**config.mk**
```make
export PLATFORM = sky130hd
export DESIGN_NAME = exp_avg_mc
export DESIGN_NICKNAME = d
export VERILOG_FILES = /design/src/rtl/exp_avg_pkg.sv /design/src/rtl/exp_avg_mc_rr_arb.sv /design/src/rtl/exp_avg_mc.sv
export SDC_FILE = /design/constraint.sdc
export NUM_CORES = 1
export LEC_CHECK = 0
export BUFFER_PORTS_ARGS = -buffer_cell sky130_fd_sc_hd__buf_2
export CAP_MARGIN = 20
export CORE_ASPECT_RATIO = 0.7
export CORE_MARGIN = 2
export CORE_UTILIZATION = 54
export DETAILED_ROUTE_END_ITERATION = 8
export MAX_ROUTING_LAYER = met4
export PLACE_DENSITY = 0.78
export SETUP_SLACK_MARGIN = 0.3
export SLEW_MARGIN = 20
export SYNTH_ARGS = -nofsm -noshare
export SYNTH_HDL_FRONTEND = slang
export SYNTH_SLANG_ARGS = --single-unit
```
**constraint.sdc**
```tcl
create_clock -name clk -period 4.93 [get_ports clk]
set_clock_uncertainty 0.1 [all_clocks]
set_input_delay 0.986 -clock clk [delete_from_list [all_inputs] [get_ports clk]]
set_output_delay 0.986 -clock clk [all_outputs]
set_load 0.005 [all_outputs]
```
**src/rtl/exp_avg_pkg.sv**
```systemverilog
// Shared types and helpers for the multi-channel exponential averager.
package exp_avg_pkg;

  // Default geometry; the top derives its accumulator width from its own parameters.
  localparam int unsigned W_DEF    = 12;
  localparam int unsigned KMAX_DEF = 5;
  localparam int unsigned ACCW     = W_DEF + KMAX_DEF;

  typedef enum logic {
    OP_SAMPLE = 1'b0,
    OP_SEED   = 1'b1
  } op_e;

  // Limit a requested weight shift to the largest supported shift.
  function automatic int unsigned clamp_k(input int unsigned k, input int unsigned kmax);
    return (k > kmax) ? kmax : k;
  endfunction

endpackage

```
**src/rtl/exp_avg_mc_rr_arb.sv**
```systemverilog
// Round-robin arbiter: one-hot grant, search starts one past the last grant.
module rr_arb #(
  parameter int unsigned N = 4
) (
  input  logic                 clk,
  input  logic                 rst_n,
  input  logic [N-1:0]         req,
  output logic [N-1:0]         gnt,
  output logic [$clog2(N)-1:0] gnt_idx
);

  localparam int unsigned IW = $clog2(N);

  logic [IW-1:0] last;

  // Rotating priority search starting at last+1.
  always_comb begin
    int unsigned j;
    logic        found;
    gnt     = '0;
    gnt_idx = '0;
    found   = 1'b0;
    j       = 0;
    for (int unsigned i = 0; i < N; i++) begin
      j = 32'(last) + 1 + i;
      if (j >= N) j = j - N;
      if (!found && req[j]) begin
        found   = 1'b1;
        gnt[j]  = 1'b1;
        gnt_idx = IW'(j);
      end
    end
  end

  // Pointer resets to the last channel so the first search begins at channel 0.
  always_ff @(posedge clk or negedge rst_n) begin
    if (!rst_n) begin
      last <= IW'(N - 1);
    end else if (|req) begin
      last <= gnt_idx;
    end
  end

endmodule

```
**src/rtl/exp_avg_mc.sv**
```systemverilog
// N-channel exponential averager sharing one two-stage update datapath.
module exp_avg_mc
  import exp_avg_pkg::*;
#(
  parameter int unsigned NCH  = 4,
  parameter int unsigned W    = 12,
  parameter int unsigned KMAX = 5,
  parameter int unsigned KW   = $clog2(KMAX + 1)
) (
  input  logic              clk,
  input  logic              rst_n,
  input  logic [NCH*W-1:0]  din,
  input  logic [NCH-1:0]    smpl_req,
  input  logic [NCH-1:0]    seed_req,
  input  logic [NCH*KW-1:0] wshift,
  input  logic              ovr_clr,
  output logic [NCH*W-1:0]  avg,
  output logic [NCH-1:0]    avg_vld,
  output logic [NCH-1:0]    upd,
  output logic [NCH-1:0]    ovr
);

  localparam int unsigned AW = W + KMAX;
  localparam int unsigned CW = $clog2(NCH);
  localparam logic [AW-1:0] ACC_MAX = {{W{1'b1}}, {KMAX{1'b0}}};

  logic [NCH-1:0] psmp, psd;
  logic [NCH-1:0] req, gnt, kchg, vld_eff, ovr_set;
  logic [CW-1:0]  gnt_idx;
  logic [KW-1:0]  kcl  [NCH];
  logic [KW-1:0]  kshd [NCH];
  logic [AW-1:0]  acc  [NCH];
  op_e            op_sel;

  logic           st_vld;
  logic [CW-1:0]  st_ch;
  op_e            st_op;
  logic [W-1:0]   st_din;
  logic [KW-1:0]  st_k;
  logic [AW-1:0]  acc_rd, acc_nx;

  // Clamped shifts, weight-change detect, and "seeded or being seeded" view.
  always_comb begin
    for (int unsigned c = 0; c < NCH; c++) begin
      kcl[c]     = KW'(clamp_k(32'(wshift[c*KW +: KW]), KMAX));
      kchg[c]    = (kcl[c] != kshd[c]);
      vld_eff[c] = avg_vld[c] | (st_vld && (st_ch == CW'(c)));
    end
  end

  assign req = psmp | psd;

  rr_arb #(.N(NCH)) u_arb (
    .clk     (clk),
    .rst_n   (rst_n),
    .req     (req),
    .gnt     (gnt),
    .gnt_idx (gnt_idx)
  );

  // Granted op: pending seed, weight change or never-seeded channel all seed.
  always_comb begin
    op_sel = OP_SAMPLE;
    if (psd[gnt_idx] || kchg[gnt_idx] || !vld_eff[gnt_idx]) op_sel = OP_SEED;
  end

  // Overrun: a request hits an already-set flag that is not being granted.
  assign ovr_set = ((smpl_req & psmp) | (seed_req & psd)) & ~gnt;

  // Pending flags, shift shadows and sticky overrun.
  always_ff @(posedge clk or negedge rst_n) begin
    if (!rst_n) begin
      psmp <= '0;
      psd  <= '0;
      ovr  <= '0;
      for (int unsigned c = 0; c < NCH; c++) kshd[c] <= '0;
    end else begin
      psmp <= (psmp & ~gnt) | smpl_req;
      psd  <= (psd & ~gnt) | seed_req | (kchg & vld_eff & ~gnt);
      ovr  <= (ovr & ~{NCH{ovr_clr}}) | ovr_set;
      for (int unsigned c = 0; c < NCH; c++) kshd[c] <= kcl[c];
    end
  end

  // Stage 1: capture the granted channel, op, sample and shift.
  always_ff @(posedge clk or negedge rst_n) begin
    if (!rst_n) begin
      st_vld <= 1'b0;
      st_ch  <= '0;
      st_op  <= OP_SAMPLE;
      st_din <= '0;
      st_k   <= '0;
    end else begin
      st_vld <= |req;
      if (|req) begin
        st_ch  <= gnt_idx;
        st_op  <= op_sel;
        st_din <= din[32'(gnt_idx)*W +: W];
        st_k   <= kcl[gnt_idx];
      end
    end
  end

  // Stage 2 arithmetic: seed loads din<<k, sample folds din in with weight 2^-k.
  always_comb begin
    acc_rd = acc[st_ch];
    if (st_op == OP_SEED) acc_nx = AW'(st_din) << st_k;
    else                  acc_nx = acc_rd - (acc_rd >> st_k) + AW'(st_din);
  end

  // Stage 2 writeback of accumulator, average, valid and update pulse.
  always_ff @(posedge clk or negedge rst_n) begin
    if (!rst_n) begin
      avg     <= '0;
      avg_vld <= '0;
      upd     <= '0;
      for (int unsigned c = 0; c < NCH; c++) acc[c] <= '0;
    end else begin
      upd <= '0;
      if (st_vld) begin
        acc[st_ch]                  <= acc_nx;
        avg[32'(st_ch)*W +: W]      <= W'(acc_nx >> st_k);
        avg_vld[st_ch]              <= 1'b1;
        upd[st_ch]                  <= 1'b1;
      end
    end
  end

  // Accumulators never exceed (2^W-1)*2^KMAX.
  for (genvar c = 0; c < NCH; c++) begin : g_bound
    a_acc_bound: assert property (@(posedge clk) disable iff (!rst_n) acc[c] <= ACC_MAX);
  end

endmodule
```
Yosys cells after proc, flatten, opt, wreduce, memory -nomap -nowiden --
Index checks and enable logic that the tools add are counted.
Operators by class: multipliers 2, bitwise gates (word level) 26, $lt $le $gt $ge 22, reduce and logical (&&, ||, !) cells 21, eq/ne operators 7, shift-type cells 6, muxes and demuxes 56, divide/modulo/power cells 0, add/subtract/negate cells 11
Operator list (number):
- $ge A32 B1 Y1 const B | 4
- $lt A32 B3 Y1 const B | 4
- $mux W32 | 4
- $ge A32 B3 Y1 const B | 3
- $sub A32 B3 Y32 const B | 3
- $bwmux W68 | 1
- $mux W17 | 4
- $add A32 B2 Y32 const B | 2
- $bwmux W48 | 1
- $shift A12 B34 Y48 const A | 1
- $shiftx A12 B34 Y48 | 1
- $shiftx A48 B7 Y12 | 1
- $or A4 B4 Y4 | 10
- $bmux W17 S2 | 1
- $demux W17 S2 | 1
- $neg A6 Y34 | 1
- $add A32 B1 Y32 const B | 1
- $and A4 B4 Y4 | 8
- $mux W4 | 5
- $mux W3 | 6
- $add A17 B12 Y17 | 1
- $shl A12 B3 Y17 | 1
- $shr A17 B3 Y12 | 1
- $shr A17 B3 Y17 | 1
- other kinds (25) | 85
Word-level totals: memories kept 0, bits in read-only memories 0, register bits 169, RAM bits 0, bits in latches 0, word-level logic and storage cells 171

Longest topological paths before layout --
Gate-level depths: netlist of run 1.
depth in word-level cells 20, depth in mapped cells 24

By module --
From an unflattened synthesis of run 1, not the netlist that was laid out.
Second synthesis, totals: cell total of the unflattened synthesis 1175, area total of the unflattened synthesis 11099.4 sq um
By module, submodules not included:
- exp_avg_mc | times used 1, sequential area each 4179.0 sq um, area each 10595.2 sq um, cells an instance 1111
- rr_arb | times used 1, sequential area each 52.6 sq um, area each 504.2 sq um, cells an instance 64

Least setup slack after synthesis of run 1 --
OpenSTA, ideal clock, no wires.
path type register to register, start point reg st_ch[0], end point reg avg[17], arrival time 5.227 ns, cell stages (with the launch flop) 23, slack -0.479 ns, period minus slack after synthesis 5.409 ns, path through dfrtp_1 buf_2 buf_1 mux4_2 mux2i_1 nand2_1 nand2_1 nor2_1 a31o_2 fa_1 inv_1 ha_1 buf_2 nand2_1 o21ai_0 nand2_1 and3_1 or3_1 clkbuf_1 o22a_1 o211a_1 mux2_2 o21ai_0
On the way: word-level cells in the longest chain between the ends 11, elaborated cells on any way between the ends 14
Ends and longest elaborated chain:
- start, declared | line exp_avg_mc.sv:36 | logic [CW-1:0] st_ch;
- start signal, assigned | line exp_avg_mc.sv:96 | st_ch <= gnt_idx;
- $not A2 Y3 (not written as such) | line exp_avg_mc.sv:106 | acc_rd = acc[st_ch];
- $bmux W17 S2 | line exp_avg_mc.sv:106
- $mux W17 (not written as such) (2 in series) | line exp_avg_mc.sv:106
- $shr A17 B3 Y17 | line exp_avg_mc.sv:108 | else acc_nx = acc_rd - (acc_rd >> st_k) + AW'(st_din);
- $sub A17 B17 Y17 | line exp_avg_mc.sv:108
- $add A17 B12 Y17 | line exp_avg_mc.sv:108
- $mux W17 | line exp_avg_mc.sv:107 | if (st_op == OP_SEED) acc_nx = AW'(st_din) << st_k;
- $shr A17 B3 Y12 | line exp_avg_mc.sv:122 | avg[32'(st_ch)*W +: W] <= W'(acc_nx >> st_k);
- $shiftx A12 B34 Y48 | line exp_avg_mc.sv:122
- $bwmux W48 * | line exp_avg_mc.sv:122
- end signal, assigned by index | line exp_avg_mc.sv:122
- end, declared | line exp_avg_mc.sv:17 | output logic [NCH*W-1:0] avg,
Mark *: on every way between the ends. The rest lies on a longest branch, timed or not. The select of a mux whose other input is x is not followed. A chain may end at the register's enable or synchronous reset.

Worst setup path after layout of run 1 --
start point reg st_ch[0], end point reg avg[13]
The elaborated chain is that of the path after synthesis.

==> results by group, run 1 <==
Min path
  – Hold endpoint: avg[9]
  – Hold_sp: avg[9]
  – Cell depth of the worst hold path: 2
  – Hold WC Path Type: reg -> reg

Logic synthesis
  – Yosys warns: 0
  – Post-synthesis cell count: 1258
  – Synthesized area: 11300 µm²
  – Number of synthesized flops with an enable pin: 0
  – Syn Nets: 1378
  – Synth cell types: 85
  – Most frequent cell after synthesis: nand2_1
  – Share of the synthesized area in the top cell type: 0.370
  – Seq/Total Area, Yosys: 0.375
  – Top cells by count, synth: nand2_1, dfrtp_1, o21ai_0
  – Mean Syn Cell Area: roughly 9 µm²
  – Dominant synthesized flop cell: dfrtp_1
  – Main area contributors after synthesis: dfrtp_1, nand2_1, o21ai_0
  – Synth Register Bits: 169
  – Post-synthesis async set-or-reset flop share: 1.00
  – Leading area contributor after synthesis: dfrtp_1

Timing
  – Final Hold Violating Endpoints: 0
  – RSZ-0062 raised after global routing: yes
  – Final setup vio count: 31
  – Worst slew pin tran: 0.937 ns
  – Period minus WS final: 5.12 ns
  – Count of final max-slew check failures: 0
  – Peak Freq: roughly 200 MHz
  – Final WS setup: -0.194 ns
  – Relative slew slack: 0.370
  – Final period util: 1.04
  – Setup TNS: -1.93 ns

GRT
  – M1 GR Usage: 0.474
  – Vias in the first global route: 10190
  – Most used routing layer in global routing: met2
  – Met2 Use GR: 0.482
  – First-pass GRT wire length: 56300 µm
  – Total congestion overflow: 0
  – Initial antenna violation count: 0
  – Maximum number of pins on one net before global-route repair: 87
  – Met3 Use GR: 0.0672
  – Total GRT Usage: 0.337

Placement
  – DP Cell Count: around 1700
  – Port Buffers: 130
  – Final GP Congestion: 1.03
  – Hpwl dp: about 26000 µm

Die
  – Starting Density: 0.547
  – Die X-Extent: 177 µm
  – Core area: between 20000 and 25000 µm²
  – Die Span Y: around 120 µm
  – Top-Level Pins: about 130
  – Die ar.: 22100 µm²
  – FP Rows: 44

Layout
  – Nets: 1569
  – Ant diodes: 0
  – Final std cells w/o fill: ~1700
  – Area Overhead vs Synth: 27.9%
  – Layout cell share with drive strength beyond 1: 0.342
  – Fill cells: between 1500 and 2000
  – Area occupied by multi-input gates: 7210 µm²
  – Sequential cell area: 4240 µm²

Detailed routing
  – First-pass DRT Iterations: 6
  – DRT iter0 DRCs: 1256
  – WL per Instance: 20.5 µm
  – Final wirelength: ~36000 µm
  – DRC viols: 0
  – Via count: 10776
  – Via density per instance: 6.20
  – ANT nets after route: 0

Clock tree
  – Clock transition at the registers of the reported paths: 0.08 ns
  – Worst-Skew Late Latency: 0.44 ns
  – CTS tree: done
  – H-tree lvl count: 4
  – CTS Buffer Depth: 2
  – Sinks on Clock Net: 169
  – Hold_buf cts: 0
  – Root Buffer: clkbuf_16
  – CTS buffer count: 17

Critical path
  – Worst path most repeated cell: nand2_1
  – Critical-path cell list: buf_12 -> mux4_2 -> mux2i_2 -> nand2_1 -> nand2_2 -> a21boi_2 -> fa_1 -> inv_2 -> ha_4 -> o211ai_1 -> buf_4 -> a21oi_4 -> buf_6 -> o21ai_4 -> a221oi_4 -> nand2_1 -> a22o_4 -> mux2_4 -> or2_1 -> a32o_1
  – Worst Path Arrival: 5.35 ns
  – Largest delay share family, worst path: compound AO/OA/AOI/OAI gates
  – FF-to-FF Start: st_ch[0]
  – CP Class: reg -> reg
  – Crit end category: register
  – Crit path launch type: register
  – Reg2Reg Depth: 20
  – Critical path fanouts, max: 7
  – CP peak stage delay: 0.56 ns
  – Critical-path top delay cell: mux4_2
  – Critical path data required time: 5.15 ns
  – R2r setup slk: -0.19 ns
  – Reg-to-reg endpoint: avg[13]
  – CP bufs+invs: 4

Outcome
  – Failing checks: negative setup slack
  – Status: complete, but fails checks

Run
  – Max Cap Violations: 0
[area by class of cell]
type,instances,area share
sequential,169,0.293
clock inverter,14,0.00901
tap,276,0.0239
timing repair buffer,256,0.121
multi-input combinational,916,0.500
inverter,89,0.0231
clock buffer,18,0.0304
[what timing repair did]
item | CTS | global route
endpoints found under the setup margin | 52 | 74
pin swaps | 32 | 37
resized for setup | 121 | 51
setup buffers | 20 | 11
gates cloned | 1 | 0
[worst register-to-register path, delay by kind of cell, from the launching register on]
kind	cells	cell delay, ns
DFF	1	0.48
and+or+nand+nor	4	0.66
buffers and inverters	4	0.53
adders and majority gates	2	0.80
AOI/OAI and AO/OA	7	1.33
muxes	3	1.10
[cell families after synthesis]
family / Yosys count / share of synthesized area
mux: 105 / 0.127
buf+inv: 173 / 0.0603
fa+ha+maj: 49 / 0.0623
compound gates: 377 / 0.219
simple gates: 365 / 0.141
xor+xnor: 20 / 0.0155
flops: 169 / 0.375
[flip-flops by register name (all words and copies together), names as in the netlist]
name        cells
upd             4
st_din         12
kshd           12
st_op           1
u_arb.last      2
st_vld          1
st_ch           2
st_k            3
ovr             4
acc            68
avg_vld         4
psmp            4
psd             4
avg            48
[stage by stage]
| step | setup slack (ns) | hold slack (ns) | util | area, µm² |
|---|---|---|---|---|
| 2_1_floorplan | 0.226 | 0.340 | - | 11500 |
| 3_3_place_gp | -0.134 | 0.357 | 0.622 | 12800 |
| 3_5_place_dp | -0.237 | 0.366 | 0.622 | 12800 |
| 4_1_cts | 0.0152 | 0.382 | 0.683 | 14100 |
| 5_1_grt | -0.280 | 0.402 | 0.700 | 14400 |
| 6_report | -0.194 | 0.375 | 0.700 | 14400 |
[routing by layer]
layer / wire, µm / vias up / share of wire
li1: - / 4884 / -
met3: 3110 / 92 / 0.087
met5: 0 / - / 0
met4: 1350 / 0 / 0.038
met2: 15700 / 563 / 0.44
met1: 15400 / 5237 / 0.43
[layout by cell type (no fill, tap or decap), types with 6 or more instances in the layout]
| cell | count |
|---|---|
| or3_1 | 8 |
| o21ai_1 | 26 |
| a22oi_1 | 10 |
| fa_1 | 11 |
| inv_6 | 6 |
| o21bai_1 | 8 |
| o21ai_2 | 13 |
| a22o_1 | 12 |
| nor4_1 | 8 |
| buf_2 | 129 |
| clkbuf_16 | 18 |
| o211ai_1 | 24 |
| a21oi_4 | 8 |
| nand2_1 | 205 |
| nor3_1 | 21 |
| or2_2 | 8 |
| dfrtp_1 | 163 |
| a21oi_1 | 37 |
| o21ai_0 | 101 |
| a21o_1 | 13 |
| mux2i_1 | 36 |
| buf_6 | 13 |
| nand3_1 | 9 |
| mux4_2 | 26 |
| a31oi_1 | 8 |
| ha_1 | 25 |
| xor2_1 | 15 |
| inv_1 | 78 |
| nand2_2 | 7 |
| a32o_1 | 6 |
| inv_2 | 11 |
| mux2i_2 | 11 |
| o21ai_4 | 6 |
| mux2_2 | 26 |
| ha_4 | 11 |
| nor2_1 | 49 |
| buf_4 | 107 |
| nor2b_1 | 11 |
| o22ai_1 | 9 |
| a21oi_2 | 10 |
[how the worst max path moves through the flow]
stage               startpoint       to  slack [ns]  cells after the start
floorplan             st_ch[0]  avg[17]        0.23                     19
global placement      st_ch[0]  avg[19]       -0.13                     20
detailed placement    st_ch[0]  avg[29]       -0.24                     21
CTS                   st_ch[0]  avg[29]        0.02                     19
global route          st_ch[0]  avg[29]       -0.28                     21
finish                st_ch[0]  avg[13]       -0.19                     20
Power of run 1 is left out: the tool's default activity adds up to more than one toggle a clock period on the data nets, which glitch-free logic cannot reach.
==> run 2, diff against run 1 <==
SETUP_SLACK_MARGIN = unset   (was 0.3)
==> results by group, run 2 (synthesized netlist as in run 1, its figures left out) <==
Critical path
  – Critical path data required time: 5.15 ns
  – Critical path fanouts, max: 7
  – CP peak stage delay: 0.50 ns
  – Critical-path top delay cell: mux4_2
  – Crit end category: register
  – CP bufs+invs: 5
  – Largest delay share family, worst path: multiplexers
  – CP Class: reg -> reg
  – Critical-path cell list: buf_12 -> buf_16 -> buf_4 -> mux4_2 -> mux2i_2 -> nand2_1 -> a31o_2 -> fa_1 -> inv_1 -> ha_4 -> buf_4 -> nand2_1 -> nor2_1 -> a22oi_2 -> mux2i_2 -> nor2_1 -> a221oi_4 -> a31oi_4 -> mux2_4 -> a32o_1
  – Worst Path Arrival: 5.26 ns
  – Crit path launch type: register

Layout
  – Largest registers: acc: 68 flops, avg: 48 flops
  – Final std cells w/o fill: 1739
  – Area Overhead vs Synth: 27.0%
  – Commonest non-fill, non-tap cell in the layout: nand2_1
  – Layout cell share with drive strength beyond 1: 0.336
  – Nets: 1570
  – Fill cells: between 1500 and 2000
  – Most frequent cells in the layout: nand2_1, dfrtp_1, buf_2
  – Top reg by flops: acc
  – Ant diodes: 0
  – Design Area, Final: 14300 µm²
  – Max reg flops: 68

Die
  – Die Span Y: 125 µm
  – FP Rows: 44
  – Die ar.: between 20000 and 25000 µm²
  – Core area: just over 20000 µm²
  – Top-Level Pins: 131
  – Starting Density: 0.547
  – Die X-Extent: between 150 and 200 µm

Placement
  – Port Buffers: 130
  – DP Area: ~13000 µm²
  – Hpwl dp: 25600 µm
  – Placement Setup Slack: -0.405 ns
  – DP Cell Count: 1675
  – Final GP Congestion: roughly 1.0

Detailed routing
  – Final wirelength: roughly 35000 µm
  – WL per Instance: 20.4 µm
  – ANT nets after route: 0
  – DRT iter0 DRCs: 1252
  – Via density per instance: 6.18
  – First-pass DRT Iterations: 9
  – Via count: 10752
  – DRC viols: 0

Timing
  – Peak Freq: 198 MHz
  – Final period util: 1.02
  – Relative slew slack: 0.360
  – Worst slew pin tran: ~0.96 ns
  – Final setup vio count: 11
  – Count of final max-slew check failures: 0
  – Final Hold Violating Endpoints: 0
  – RSZ-0062 raised after global routing: yes
  – Final WS setup: -0.108 ns
  – Setup TNS: -0.474 ns
  – Period minus WS final: 5.04 ns

GRT
  – First-pass GRT wire length: 55300 µm
  – Maximum number of pins on one net before global-route repair: 99
  – Initial antenna violation count: 0
  – Total congestion overflow: 0
  – Total GRT Usage: 0.330
  – Vias in the first global route: 10092

Min path
  – Hold WC Path Type: reg -> reg

Clock tree
  – H-tree lvl count: 4
  – Clock transition at the registers of the reported paths: around 0.070 ns
  – Worst-Skew Late Latency: 0.44 ns
  – CTS buffer count: 17
  – Root Buffer: clkbuf_16
  – CTS Buffer Depth: 2
  – Sinks on Clock Net: 169
  – CTS tree: done
  – Hold_buf cts: 0

Outcome
  – Status: complete, but fails checks
  – Failing checks: negative setup slack

Run
  – Max Cap Violations: 0
## run 2: final timing paths
kind	startpoint	end	slack, ns	cells past startpoint
max	st_ch[0]	avg[31]	-0.11	20
min	acc[10]	acc[10]	0.38	2
max reg2reg	st_ch[0]	avg[31]	-0.11	20
min reg2reg	acc[10]	acc[10]	0.38	2
max in group asynchronous	rst_n	st_k[1]	3.34	2
min in group asynchronous	rst_n	acc[64]	0.49	1
## run 2: what timing repair did
| action | in CTS | in global routing |
|---|---|---|
| setup buffers | 16 | 16 |
| gates resized for setup | 80 | 114 |
| endpoints found under the setup margin | 47 | 48 |
| pin swaps | 26 | 47 |
| gates cloned | 1 | 0 |
## run 2: cell type report
type,count,area (µm²),share of cell area
Multi-Input combinational cell,916,7130,0.497
Tap cell,276,345,0.0241
Timing Repair Buffer,257,1730,0.121
Inverter,89,334,0.0233
Clock buffer,18,429,0.0299
Clock inverter,14,129,0.00899
Sequential cell,169,4240,0.295
## run 2: per-layer routing
layer | GRT usage | wire length, µm | up-vias
li1 | - | - | 4899
met1 | 0.475 | 15300 | 5206
met2 | 0.476 | 15800 | 566
met3 | 0.0690 | 3320 | 81
met4 | 0.0875 | 1000 | 0
met5 | - | 0 | -
## run 2: tightest hold or removal path, delay by kind of cell (launching register included)
family / cells / cell delay (ns)
compound gates: 1 / 0.06
simple gates: 1 / 0.04
flops: 1 / 0.34
## run 2: per-stage QoR
step | util | hold WS (ns)
global route | 0.695 | 0.397
global placement | 0.617 | 0.356
finish | 0.695 | 0.376
detailed placement | 0.617 | 0.365
floorplan | - | 0.340
CTS | 0.666 | 0.380
Power of run 2 is left out for the same reason.
